===== src/rtl/roi_pixel_streamer.sv =====
// ============================================================================
// roi_pixel_streamer
// ----------------------------------------------------------------------------
// Purpose:
//   Feeds the hessian convolution with a ROI_SIZE x ROI_SIZE window taken
//   from the frame buffer at (roi_x, roi_y). Pixels go out in raster order,
//   NUM_PER_CYCLE pixels per beat. Any part of the window that falls outside
//   the frame is sent as zero pixels. The frame buffer is a BRAM with a
//   one-cycle read latency. A two-entry FIFO absorbs consumer back-pressure
//   and still sustains one beat per cycle while ready_in stays high.
//
// Ports:
//   clk_i          clock
//   rst_n_i        asynchronous active-low reset. It is synchronised
//                  internally, so the block leaves reset two clocks after
//                  release.
//   clk_en_i       global enable; when low every functional register holds
//   start_i        one-cycle request, sampled only while idle
//   roi_x_i        signed ROI left column; low log2(NPC) bits are ignored
//   roi_y_i        signed ROI top row; may be negative or past the frame
//   mem_rd_en_o    BRAM read strobe; asserted only for in-frame words
//   mem_addr_o     BRAM word address = row*(FRAME_W/NPC) + col/NPC
//   mem_rdata_i    BRAM word; pixel n at [n*IN_WIDTH +: IN_WIDTH]
//   dout_o         beat pixels; dout_o[n] = pixel at column roi_x+col+n
//   dout_valid_o   a beat is available on dout_o
//   ready_in_i     consumer ready; the beat moves on valid & ready & clk_en
//   busy_o         high while a ROI is being fetched or drained
//   done_o         one-cycle pulse after the final beat has moved
// ============================================================================
module roi_pixel_streamer #(
    parameter int FRAME_W       = 640,
    parameter int FRAME_H       = 480,
    parameter int ROI_SIZE      = 470,
    parameter int IN_WIDTH      = 12,
    parameter int NUM_PER_CYCLE = 2,
    parameter int ADDR_W        = $clog2(FRAME_W * FRAME_H / NUM_PER_CYCLE),
    parameter int CW            = $clog2(FRAME_W) + 2,
    parameter int RW            = $clog2(FRAME_H) + 2
) (
    input  logic                                     clk_i,
    input  logic                                     rst_n_i,
    input  logic                                     clk_en_i,
    input  logic                                     start_i,
    input  logic signed [CW-1:0]                     roi_x_i,
    input  logic signed [RW-1:0]                     roi_y_i,
    output logic                                     mem_rd_en_o,
    output logic        [ADDR_W-1:0]                 mem_addr_o,
    input  logic        [NUM_PER_CYCLE*IN_WIDTH-1:0] mem_rdata_i,
    output logic        [NUM_PER_CYCLE-1:0][IN_WIDTH-1:0] dout_o,
    output logic                                     dout_valid_o,
    input  logic                                     ready_in_i,
    output logic                                     busy_o,
    output logic                                     done_o
);

    localparam int NPC_SHIFT     = $clog2(NUM_PER_CYCLE);
    localparam int CNT_W         = $clog2(ROI_SIZE + 1);
    localparam int WORDS_PER_ROW = FRAME_W / NUM_PER_CYCLE;
    localparam int BEAT_W        = NUM_PER_CYCLE * IN_WIDTH;
    // Absolute coordinates need room for the signed origin plus the largest
    // in-window offset without wrapping.
    localparam int XW            = ((CW > CNT_W) ? CW : CNT_W) + 2;
    localparam int YW            = ((RW > CNT_W) ? RW : CNT_W) + 2;

    localparam logic signed [XW-1:0] X_LIMIT = XW'(FRAME_W);
    localparam logic signed [YW-1:0] Y_LIMIT = YW'(FRAME_H);
    localparam logic [CNT_W-1:0] COL_LAST  = CNT_W'(ROI_SIZE - NUM_PER_CYCLE);
    localparam logic [CNT_W-1:0] ROW_LAST  = CNT_W'(ROI_SIZE - 1);
    localparam logic [CNT_W-1:0] COL_STEP  = CNT_W'(NUM_PER_CYCLE);

    localparam logic [1:0] ST_IDLE  = 2'd0;
    localparam logic [1:0] ST_RUN   = 2'd1;
    localparam logic [1:0] ST_DRAIN = 2'd2;

    // ------------------------------------------------------------------------
    // Internal reset. Assertion takes effect at once. Release is lined up to
    // the clock so that every register leaves reset on the same edge.
    // ------------------------------------------------------------------------
    logic [1:0] rstSync_q;
    logic       rstInt_n;

    always_ff @(posedge clk_i or negedge rst_n_i) begin
        if (!rst_n_i) begin
            rstSync_q <= 2'b00;
        end else begin
            rstSync_q <= {rstSync_q[0], 1'b1};
        end
    end

    assign rstInt_n = rstSync_q[1];

    // ------------------------------------------------------------------------
    // State and datapath registers
    // ------------------------------------------------------------------------
    logic [1:0]              state_q, state_d;
    logic signed [CW-1:0]    roiX_q;
    logic signed [RW-1:0]    roiY_q;
    logic [CNT_W-1:0]        rowCnt_q, rowCnt_d;
    logic [CNT_W-1:0]        colCnt_q, colCnt_d;
    logic                    pendValid_q;
    logic                    pendZero_q;
    logic [BEAT_W-1:0]       fifoMem_q [2];
    logic                    wrPtr_q;
    logic                    rdPtr_q;
    logic [1:0]              fifoCount_q;
    logic                    done_q;

    logic signed [XW-1:0]    xAbs;
    logic signed [YW-1:0]    yAbs;
    logic                    inFrame;
    logic                    popBeat;
    logic                    pushBeat;
    logic [BEAT_W-1:0]       pushData;
    logic                    fetchRoom;
    logic                    fetchGo;
    logic                    lastFetch;
    logic                    startAccept;
    logic                    drainDone;
    logic [ADDR_W-1:0]       rowBase;
    logic [ADDR_W-1:0]       wordCol;

    // ------------------------------------------------------------------------
    // Fetch position and frame test. The beat at the current counters is
    // either fully inside or fully outside the frame, because both the ROI
    // origin and the frame width are multiples of NUM_PER_CYCLE.
    // ------------------------------------------------------------------------
    always_comb begin
        xAbs    = XW'(roiX_q) + $signed(XW'(colCnt_q));
        yAbs    = YW'(roiY_q) + $signed(YW'(rowCnt_q));
        inFrame = !xAbs[XW-1] && (xAbs < X_LIMIT) &&
                  !yAbs[YW-1] && (yAbs < Y_LIMIT);
        rowBase = ADDR_W'(yAbs) * ADDR_W'(WORDS_PER_ROW);
        wordCol = ADDR_W'(xAbs >>> NPC_SHIFT);
    end

    // ------------------------------------------------------------------------
    // Flow control. A fetch is issued only if its result is sure to find a
    // FIFO slot. The beat leaving this cycle is counted as free space, which
    // is what lets a two-entry FIFO keep up with one beat per cycle.
    // ------------------------------------------------------------------------
    always_comb begin
        popBeat     = dout_valid_o && ready_in_i && clk_en_i;
        pushBeat    = pendValid_q;
        pushData    = pendZero_q ? '0 : mem_rdata_i;
        fetchRoom   = ({1'b0, fifoCount_q} + {2'b00, pendValid_q}) <=
                      (3'd1 + {2'b00, popBeat});
        fetchGo     = (state_q == ST_RUN) && clk_en_i && fetchRoom;
        lastFetch   = (rowCnt_q == ROW_LAST) && (colCnt_q == COL_LAST);
        // Do not accept a start while done is still showing. That way a
        // start that arrives in the same cycle as done belongs to the
        // finished ROI and is dropped.
        startAccept = (state_q == ST_IDLE) && start_i && !done_q;
        drainDone   = (state_q == ST_DRAIN) && !pendValid_q &&
                      (fifoCount_q == {1'b0, popBeat});
    end

    // ------------------------------------------------------------------------
    // Sequencer and raster counters. RUN walks the window one beat per
    // issued fetch. DRAIN waits for the last beat to leave before going
    // back to idle.
    // ------------------------------------------------------------------------
    always_comb begin
        state_d  = state_q;
        rowCnt_d = rowCnt_q;
        colCnt_d = colCnt_q;
        case (state_q)
            ST_IDLE: begin
                if (startAccept) begin
                    state_d  = ST_RUN;
                    rowCnt_d = '0;
                    colCnt_d = '0;
                end
            end
            ST_RUN: begin
                if (fetchGo) begin
                    if (colCnt_q == COL_LAST) begin
                        colCnt_d = '0;
                        rowCnt_d = rowCnt_q + CNT_W'(1);
                    end else begin
                        colCnt_d = colCnt_q + COL_STEP;
                    end
                    if (lastFetch) begin
                        state_d = ST_DRAIN;
                    end
                end
            end
            ST_DRAIN: begin
                if (drainDone) begin
                    state_d = ST_IDLE;
                end
            end
            default: state_d = ST_IDLE;
        endcase
    end

    // ------------------------------------------------------------------------
    // Register update. Everything freezes when clk_en is low, including the
    // one-deep in-flight stage that tracks the BRAM read latency.
    // ------------------------------------------------------------------------
    always_ff @(posedge clk_i or negedge rstInt_n) begin
        if (!rstInt_n) begin
            state_q     <= ST_IDLE;
            roiX_q      <= '0;
            roiY_q      <= '0;
            rowCnt_q    <= '0;
            colCnt_q    <= '0;
            pendValid_q <= 1'b0;
            pendZero_q  <= 1'b0;
            done_q      <= 1'b0;
        end else if (clk_en_i) begin
            state_q     <= state_d;
            rowCnt_q    <= rowCnt_d;
            colCnt_q    <= colCnt_d;
            // Every fetch goes through the in-flight stage, including a
            // zero beat for an out-of-frame position. Padding therefore
            // takes the same slot order as real reads.
            pendValid_q <= fetchGo;
            pendZero_q  <= !inFrame;
            done_q      <= drainDone;
            if (startAccept) begin
                roiX_q <= roi_x_i & ~CW'(NUM_PER_CYCLE - 1);
                roiY_q <= roi_y_i;
            end
        end
    end

    // ------------------------------------------------------------------------
    // Two-entry output FIFO. The head entry drives dout_o directly, so a
    // stalled beat stays unchanged on the outputs.
    // ------------------------------------------------------------------------
    always_ff @(posedge clk_i or negedge rstInt_n) begin
        if (!rstInt_n) begin
            fifoMem_q[0] <= '0;
            fifoMem_q[1] <= '0;
            wrPtr_q      <= 1'b0;
            rdPtr_q      <= 1'b0;
            fifoCount_q  <= 2'd0;
        end else if (clk_en_i) begin
            if (pushBeat) begin
                fifoMem_q[wrPtr_q] <= pushData;
                wrPtr_q            <= ~wrPtr_q;
            end
            if (popBeat) begin
                rdPtr_q <= ~rdPtr_q;
            end
            fifoCount_q <= fifoCount_q + 2'(pushBeat) - 2'(popBeat);
        end
    end

    // ------------------------------------------------------------------------
    // Outputs. The address is forced to zero unless a real read is issued.
    // ------------------------------------------------------------------------
    always_comb begin
        mem_rd_en_o  = fetchGo && inFrame;
        mem_addr_o   = mem_rd_en_o ? (rowBase + wordCol) : '0;
        dout_o       = fifoMem_q[rdPtr_q];
        dout_valid_o = (fifoCount_q != 2'd0);
        busy_o       = (state_q != ST_IDLE);
        done_o       = done_q;
    end

endmodule


===== config.mk =====
export PLATFORM = sky130hd
export DESIGN_NAME = roi_pixel_streamer
export DESIGN_NICKNAME = d
export VERILOG_FILES = /design/src/rtl/roi_pixel_streamer.sv
export SDC_FILE = /design/constraint.sdc
export NUM_CORES = 1
export LEC_CHECK = 0
export CAP_MARGIN = 0
export CORE_UTILIZATION = 50
export CTS_CLUSTER_SIZE = 10
export DETAILED_ROUTE_END_ITERATION = 12
export DONT_BUFFER_PORTS = 1
export PLACE_DENSITY = 0.72
export SLEW_MARGIN = 20
export SYNTH_ARGS = -nofsm -noshare
export SYNTH_HDL_FRONTEND = slang
export SYNTH_SLANG_ARGS = --single-unit

===== constraint.sdc =====
create_clock -name clk_i -period 13.41 [get_ports clk_i]
set_input_delay 1.341 -clock clk_i [delete_from_list [all_inputs] [get_ports clk_i]]
set_output_delay 1.341 -clock clk_i [all_outputs]
set_load 0.02 [all_outputs]

# Yosys cells after proc, flatten, opt, wreduce, memory -nomap -nowiden
# Index checks and enable logic that the tools add are counted.
# Widths: inputs -> output; s select.
# word_totals
reg_bits	99
output_inout_bits	46
in_bits	52
wordCells	93
# classes
n_addsub	9
magnitude_cmp	6
n_reduce_logical	29
eq_ne	10
n_mux	20
bitwise	4
multipliers	1
# ops
op	count
$mux 24	5
$bwmux 48	1
$mux 9	5
$pmux 9 s2	2
$demux 24 s1	1
$add 18x18->18	1
$eq 9x9->1 const B	2
$mux 18	1
$logic_and 1x1->1	14
$add 12x10->13	1
$lt 13x11->1 const B	1
$add 11x10->12	1
$lt 12x10->1 const B	1
$mul 12x4->12 const B	1
$reduce_and 5->1	2
$add 9x1->9 const B	1
$add 9x2->9 const B	1
$mux 2	4
$ne 2x2->1 const B	4
$pmux 2 s3	1
$reduce_and 2->1	3
$reduce_bool 2->1	3
$logic_not 1->1	5
$ge 2x2->1 const B	2
other kinds (14)	16

# Logic depth before layout (Yosys ltp)
# Gate-level depths: netlist of the first run.
# depth
depth_word	8
depth_mapped	21
depth_no_buf	21

# Least setup slack after synthesis of the first run
# No wires, ideal clock.
# synth_timing
path_kind	reg-to-output
startpoint	reg rowCnt_q[0]
endpoint	out mem_addr_o[17]
n_path_buf	0
required_time_ps	12069
arrival_ps	4167
setup_slack_ps	7902
stages_incl_launch_ff	22
cell_sequence	dfrtp_1 -> ha_1 -> fa_1 -> a21oi_1 -> nor2b_1 -> nor2_1 -> xnor2_1 -> ha_1 -> ha_1 -> a21o_1 -> a21oi_1 -> o21bai_1 -> a21oi_1 -> o21bai_1 -> a21oi_1 -> xnor2_1 -> ha_1 -> or3_1 -> o21ai_0 -> a21oi_1 -> xnor2_1 -> nor2_1
# synth_via
elab_chain_len	6
# synth_rtl
element	line	text
start, declared	98	logic [CNT_W-1:0] rowCnt_q, rowCnt_d;
start signal, assigned	212	rowCnt_q <= rowCnt_d;
$add 11x10->12 (*)	129	yAbs = YW'(roiY_q) + $signed(YW'(rowCnt_q));
branches (longest 4 deep; another with $add 18x18->18)	n/a	
$mux 18 (*)	255	mem_addr_o = mem_rd_en_o ? (rowBase + wordCol) : '0;
end, declared	47	output logic [ADDR_W-1:0] mem_addr_o,
# Every way passes the cells marked *.

# Final worst setup path of the first run
# Ends and elaborated chain as after synthesis.

==> run_results.csv, run 1 <==
group,metric,value,unit
clock_tree,clk-insertion-delay-late,0.34,ns
grt,track_usage,20.6,%
yosys,yosysMostFrequentCell,"nand2_1",
clock_tree,cts_tree,"built",
yosys,synth_flop_cell,"dfrtp_1",
die,rows,40,
final_layout,fillers,1089,
die,num_io_pins,98,
final_layout,fin_nets,794,
clock_tree,clkSlewWorstSetupHoldPaths,0.07,ns
die,die-height,114,µm
yosys,synthDistinctLibCells,53,
power,peakVddDrop,168,µV
critical_path,r2r_slack,9.77,ns
critical_path,r2r_cells,12,
die,coreArea,0.0121,mm²
critical_path,start_kind,"flop",
routing,initialDrtViolationCount,258,
grt,antenna_found_initial,0,
power,power.leakage,3.12,nW
timing,max_slew_margin,32.6,%
routing,route.detailed.drc,0,
yosys,ys_seq_area_share,39.4,%
timing,fin_worst_skew,0.00543,ns
critical_path,critPathCaptureType,"primary output",
clock_tree,clk_path_buf_depth,2,
critical_path,cp.required,12.07,ns
yosys,syn_area,0.00623,mm²
timing,max_freq,159,MHz
timing,finalSetupViolCount,0,
yosys,syn_inst,704,
power,switching_power,0.000848,W
status,status,"complete, no violations",
die,initial_core_util,51.7,%
timing,fin_crit_sh,46.9,%
critical_path,cpMostUsedCell,"a21oi_1",
clock_tree,ctsResizeCount,0,
place,hpwl,9010,µm
routing,viasPerCell,5.45,
yosys,avgSynthCellArea,8.85,µm²
power,intPower,0.00105,W
critical_path,regToRegEndpoint,"rowCnt_q[6]",
clock_tree,postCtsSetupBuffers,0,
yosys,synth_top_area_share,39.4,%
final_layout,area_growth,6.81,%
clock_tree,hold_buffers,0,
final_layout,utilization,55.2,%
flow_run,cap_viol_max_count,0,
timing,fin_tns_setup,0,ns
routing,drt-wirelength-per-cell,14.4,µm
power,p_comb_share,58.7,%
clock_tree,cts_buffers,9,
power,pwr-share-clk,13.8,%
routing,dr.pass1.iters,4,
critical_path,cp.arrival,4.94,ns
yosys,synth_edf_count,0,
grt,grt_pass1_vias,4568,
power,seqPwrFrac,27.4,%
clock_tree,cts_root_buf,"clkbuf_16",
timing,rsz0062_at_grt,"false",
power,p_per_area,285,mW/mm²
timing,hold_violations,0,
timing,worst_slack,7.13,ns
critical_path,crit_type,"flop to primary output",
timing,tightest_slew,1.00,ns
grt,overflow,0,
routing,routed_wl,12400,µm
power,swShare,44.7,%
clock_tree,clock-sinks,98,
die,fp.dieW,114,µm
yosys,synth_commonest_cells,"nand2_1 (139), dfrtp_1 (98), o21ai_0 (81), ha_1 (48), nor2_1 (42)",
place,numPortBuffers,0,
grt,grt_max_degree,50,
yosys,ys_warn_count,0,
critical_path,crit_path_cell_trace,"ha_1 > fa_1 > a21oi_1 > nor2b_1 > nor2_1 > xnor2_1 > ha_1 > ha_1 > a21o_1 > a21oi_1 > o21bai_1 > a21oi_1 > o21bai_1 > a21oi_1 > xnor2_1 > ha_1 > or3_1 > o21ai_0 > a21oi_1 > xnor2_1 > nor2_1",
yosys,yosys-top-cells-area,"dfrtp_1 (39%), ha_1 (9.6%), nand2_1 (8.4%)",
place,pre_cts_ws,7.50,ns
critical_path,cpPeakStageDelay,0.47,ns
yosys,syn-num-nets,809,
yosys,synth.ff_latch_count,98,
critical_path,cp_slowest_cell,"dfrtp_1",
hold_path,min_path_type,"flop to async pin",
yosys,synth_top_area_cell,"dfrtp_1",
routing,drtAntennaViolNets,0,
final_layout,drive_above_1_share,7.64,%
critical_path,cp_max_fo,7,
die,die_area,0.0129,mm²
yosys,async_flop_share,100,%
clock_tree,htree_num_levels,3,
final_layout,num_antenna_cells,0,
routing,vias,4698,
timing,finalMaxSlewViolations,0,
grt,grt_pass1_wl,21200,µm
critical_path,worstReg2RegStart,"fifoCount_q[1]",
place,gp_congestion,0.806,
timing,finalCriticalPeriod,6.28,ns
-- state kept, by name, summed over array words and instances, names as in the netlist --
signal / flops
rstSync_q: 2
state_q: 2
pendZero_q: 1
roiX_q: 11
pendValid_q: 1
roiY_q: 11
colCnt_q: 8
fifoCount_q: 2
fifoMem_q: 48
rdPtr_q: 1
done_o: 1
rowCnt_q: 9
wrPtr_q: 1
-- power groups by stage --
stage,Combinational [W],Clock (W),Sequential [W]
2_1_floorplan,0.000961,0,0.000477
3_3_place_gp,0.00107,0,0.000518
3_5_place_dp,0.00112,0,0.000526
4_1_cts,0.00113,0.000270,0.000521
5_1_grt,0.00128,0.000281,0.000538
6_report,0.00111,0.000263,0.000521
-- per-layer routing --
layer | wire length, µm | part of all wire (%) | vias up | global-route usage (%)
li1 | - | - | 2363 | -
met1 | 5890 | 47 | 2244 | 27.4
met2 | 5900 | 47 | 76 | 33.5
met3 | 467 | 3.8 | 15 | 3.67
met4 | 180 | 1.4 | 0 | 8.25
met5 | 0 | 0 | - | 0
-- through the flow --
stage / cells / total power [W] / hold WS (ns) / cell area [µm²]
after floorplan: 704 / 0.00144 / 0.331 / 6230
after global placement: 846 / 0.00159 / 0.343 / 6350
after detailed placement: 846 / 0.00165 / 0.336 / 6350
after CTS: 862 / 0.00192 / 0.363 / 6650
after global routing: 862 / 0.00210 / 0.371 / 6660
final: 862 / 0.00190 / 0.350 / 6660
-- layout by cell type (no fill, tap or decap), types with 6 or more instances in the layout --
master,count
a21o_1,9
mux2_2,25
nand2b_1,32
clkbuf_16,9
nand3_1,9
o21bai_1,9
ha_1,48
xor2_1,20
dfrtp_1,96
nor2b_1,7
nand4_1,6
a21oi_1,29
nand2_1,139
o21ai_0,80
nor2_1,42
nor3_1,8
xnor2_1,28
inv_1,24
-- final cells by class --
class                           count  area, µm²  area share (%)
Timing Repair Buffer                3       22.5           0.338
Inverter                           25       93.8            1.41
Sequential cell                    98       2460            36.9
Clock inverter                      5       60.1           0.902
Tap cell                          168        210            3.16
Multi-Input combinational cell    552       3570            53.6
Clock buffer                       11        243            3.65
-- critical path: cells and delay by family, from the launching register on --
family                     cells  cell delay [ns]
adders and majority gates      5             1.49
AOI/OAI and AO/OA              9             1.38
and+or+nand+nor                4             0.84
DFF                            1             0.47
xor gates and xnor gates       3             0.41
-- worst max path at each step --
| stage | start | to | slack (ns) | cells after the start |
|---|---|---|---|---|
| detailed placement | rowCnt_q[0] | mem_addr_o[17] | 7.50 | 21 |
| floorplan | rowCnt_q[0] | mem_addr_o[17] | 7.90 | 21 |
| CTS | rowCnt_q[0] | mem_addr_o[17] | 7.08 | 21 |
| global route | rowCnt_q[0] | mem_addr_o[17] | 6.76 | 21 |
| finish | rowCnt_q[0] | mem_addr_o[17] | 7.13 | 21 |
| global placement | rowCnt_q[0] | mem_addr_o[17] | 7.59 | 21 |
-- cell families (layout without fill, tap and decap cells) --
logic type | after synthesis | count (layout) | synth area share [%]
AOI/OAI and AO/OA | 155 | 155 | 14.7
xor gates and xnor gates | 49 | 49 | 7.01
adders and majority gates | 53 | 53 | 11.2
buffers and inverters | 54 | 44 | 3.39
DFF | 98 | 98 | 39.4
muxes | 27 | 27 | 4.84
other | 1 | 1 | 0.0602
and+or+nand+nor | 267 | 267 | 19.4
Power figures use the tool's default switching activity.
==> inputs of run 2 (changes only) <==
Settings changed: PLACE_DENSITY 0.72 to 0.75.
Clock period 13.41 ns to 5.2 ns, I/O delays scaled along.
==> run 2 against run 1 <==
Against the previous run:
- critical path depth fell by 1
- clock-buffer cell count shrank 1
- clock power grew to 2.8 times the previous value
- sequential share of layout area fell by 1.1 points
- first-iteration DRC count shrank 25%
- cell count rose by 1.2%
- power grew to 2.7 times the previous value
- setup slack lost 6.9 ns
- register-to-register slack got worse by 8.3 ns
- sequential power grew to 2.6 times the previous value
- critical path type unchanged
- largest cell class unchanged
==> run_results.csv, run 2 (synthesis results as in run 1) <==
group,metric,value,unit
timing,max_freq,200,MHz
routing,routed_wl,12700,µm
grt,grt_pass1_wl,20900,µm
timing,rsz0062_at_grt,"true",
timing,worst_slack,0.204,ns
critical_path,worstReg2RegStart,"fifoCount_q[1]",
timing,finalSetupViolCount,0,
place,hpwl,9160,µm
critical_path,r2r_slack,1.50,ns
final_layout,num_antenna_cells,0,
timing,finalCriticalPeriod,5.00,ns
final_layout,largest_reg_flops,48,
clock_tree,cts_buffers,9,
final_layout,final_cell_area,0.00686,mm²
final_layout,fin_cells,872,
grt,antenna_found_initial,0,
critical_path,critPathCaptureType,"primary output",
routing,initialDrtViolationCount,194,
timing,hold_violations,0,
routing,drt-wirelength-per-cell,14.6,µm
clock_tree,cts_tree,"built",
final_layout,regArea,0.00246,mm²
die,initial_core_util,51.7,%
hold_path,min_path_type,"input port to flop",
final_layout,fillers,1062,
routing,viasPerCell,5.49,
timing,tightest_slew,1.13,ns
place,placed_cell_area,0.00636,mm²
final_layout,top_register,"fifoMem_q",
die,die-height,114,µm
final_layout,largestRegisters,"fifoMem_q x48, roiX_q x11, roiY_q x11",
place,gp_congestion,0.824,
die,num_io_pins,98,
die,die_area,0.0129,mm²
routing,route.detailed.drc,0,
critical_path,endpoint,"mem_addr_o[16]",
clock_tree,htree_num_levels,3,
routing,dr.pass1.iters,4,
critical_path,cp_max_fo,5,
final_layout,drive_above_1_share,11.6,%
power,p_per_area,761,mW/mm²
final_layout,utilization,56.9,%
routing,drtAntennaViolNets,0,
final_layout,final_common_cell,"nand2_1",
clock_tree,clk-insertion-delay-late,0.35,ns
clock_tree,clk_path_buf_depth,2,
flow_run,cap_viol_max_count,0,
power,power,0.00522,W
place,numPortBuffers,0,
place,placedCellCount,847,
critical_path,crit_type,"flop to primary output",
final_layout,final_cell_mix,"nand2_1 (139), dfrtp_1 (96), o21ai_0 (77)",
grt,track_usage,20.4,%
critical_path,cp.arrival,4.48,ns
power,peakVddDrop,530,µV
critical_path,start_kind,"flop",
clock_tree,clkSlewWorstSetupHoldPaths,0.07,ns
clock_tree,cts_root_buf,"clkbuf_16",
timing,max_slew_margin,24.5,%
status,status,"complete, no violations",
die,coreArea,0.0121,mm²
final_layout,multi_input_area,0.00366,mm²
timing,finalMaxSlewViolations,0,
place,pre_cts_ws,0.182,ns
critical_path,cp.required,4.68,ns
timing,fin_worst_skew,0.00884,ns
clock_tree,clock-sinks,98,
routing,vias,4786,
timing,fin_crit_sh,96.1,%
power,power.leakage,3.20,nW
die,rows,40,
final_layout,fin_nets,804,
grt,overflow,0,
die,fp.dieW,114,µm
critical_path,crit_path_start,"rowCnt_q[0]",
grt,grt_max_degree,51,
final_layout,area_growth,10.1,%
critical_path,regToRegEndpoint,"rowCnt_q[6]",
critical_path,r2r_cells,12,
grt,grt_pass1_vias,4515,
[run 2: cell types whose count changed in the layout (fill, tap and decap cells not counted), moves of 2 or more]
cell,previous run,this run
fa_1,5,3
buf_4,3,12
nor2_1,42,38
nor2_2,1,5
fa_2,0,2
a21oi_2,1,7
o21ai_0,80,77
o21ai_1,1,4
a21oi_1,29,22
ha_1,48,46
[run 2: power by group]
| group | switching (W) | internal, W | leakage [nW] | total [W] |
|---|---|---|---|---|
| registers | 0.000292 | 0.00106 | 1.30 | 0.00135 |
| logic | 0.00174 | 0.00139 | 1.74 | 0.00313 |
| clock network | 0.000301 | 0.000440 | 0.160 | 0.000741 |
[run 2: final cells by class]
type | instances | area share [%]
sequential | 98 | 35.8
inverter | 25 | 1.37
multi-input combinational | 552 | 53.4
clock buffer | 10 | 3.48
tap | 168 | 3.07
timing repair buffer | 13 | 1.46
clock inverter | 6 | 1.37
[run 2: routing by layer]
metal | global-route usage, % | wire length [µm] | vias up
met2 | 34.3 | 6490 | 88
met4 | 5.96 | 153 | 0
met5 | 0 | 0 | -
met1 | 26.0 | 5600 | 2302
li1 | - | - | 2382
met3 | 5.05 | 504 | 14
[run 2: worst min path at each step]
stage,startpoint,end,depth (start not counted)
3_3_place_gp,rst_n_i,rstSync_q[0],0
6_report,clk_en_i,pendZero_q,1
3_5_place_dp,rst_n_i,rstSync_q[0],0
2_1_floorplan,rst_n_i,rstSync_q[0],0
5_1_grt,clk_en_i,pendZero_q,1
4_1_cts,clk_en_i,pendZero_q,1
[run 2: worst max-delay path, stage by stage (launching register included)]
cell,delay (ns)
dfrtp_2,0.45
ha_4,0.19
fa_2,0.43
a21oi_4,0.18
nor2b_1,0.08
nor2_2,0.15
xnor2_2,0.10
ha_1,0.30
inv_1,0.06
fa_2,0.40
nor2b_1,0.12
o21ai_1,0.09
nor2b_1,0.15
xnor2_1,0.13
ha_1,0.34
a21oi_1,0.15
o21ai_1,0.12
a21o_1,0.22
a21oi_2,0.14
xor2_1,0.08
nor2_2,0.24
[run 2: stage by stage]
step                TNS (ns)  hold slack, ns
floorplan                  0           0.224
CTS                        0           0.235
global placement           0           0.224
detailed placement         0           0.224
finish                     0           0.246
global route          -0.101           0.230
[run 2: repair_timing]
item	CTS	global route
hold buffers	1	0
cloned	0	0
setup buffers	0	8
hold endpoints to repair	2	0
pin swaps	1	15
endpoints found under the setup margin	3	3
gates resized for setup	7	19
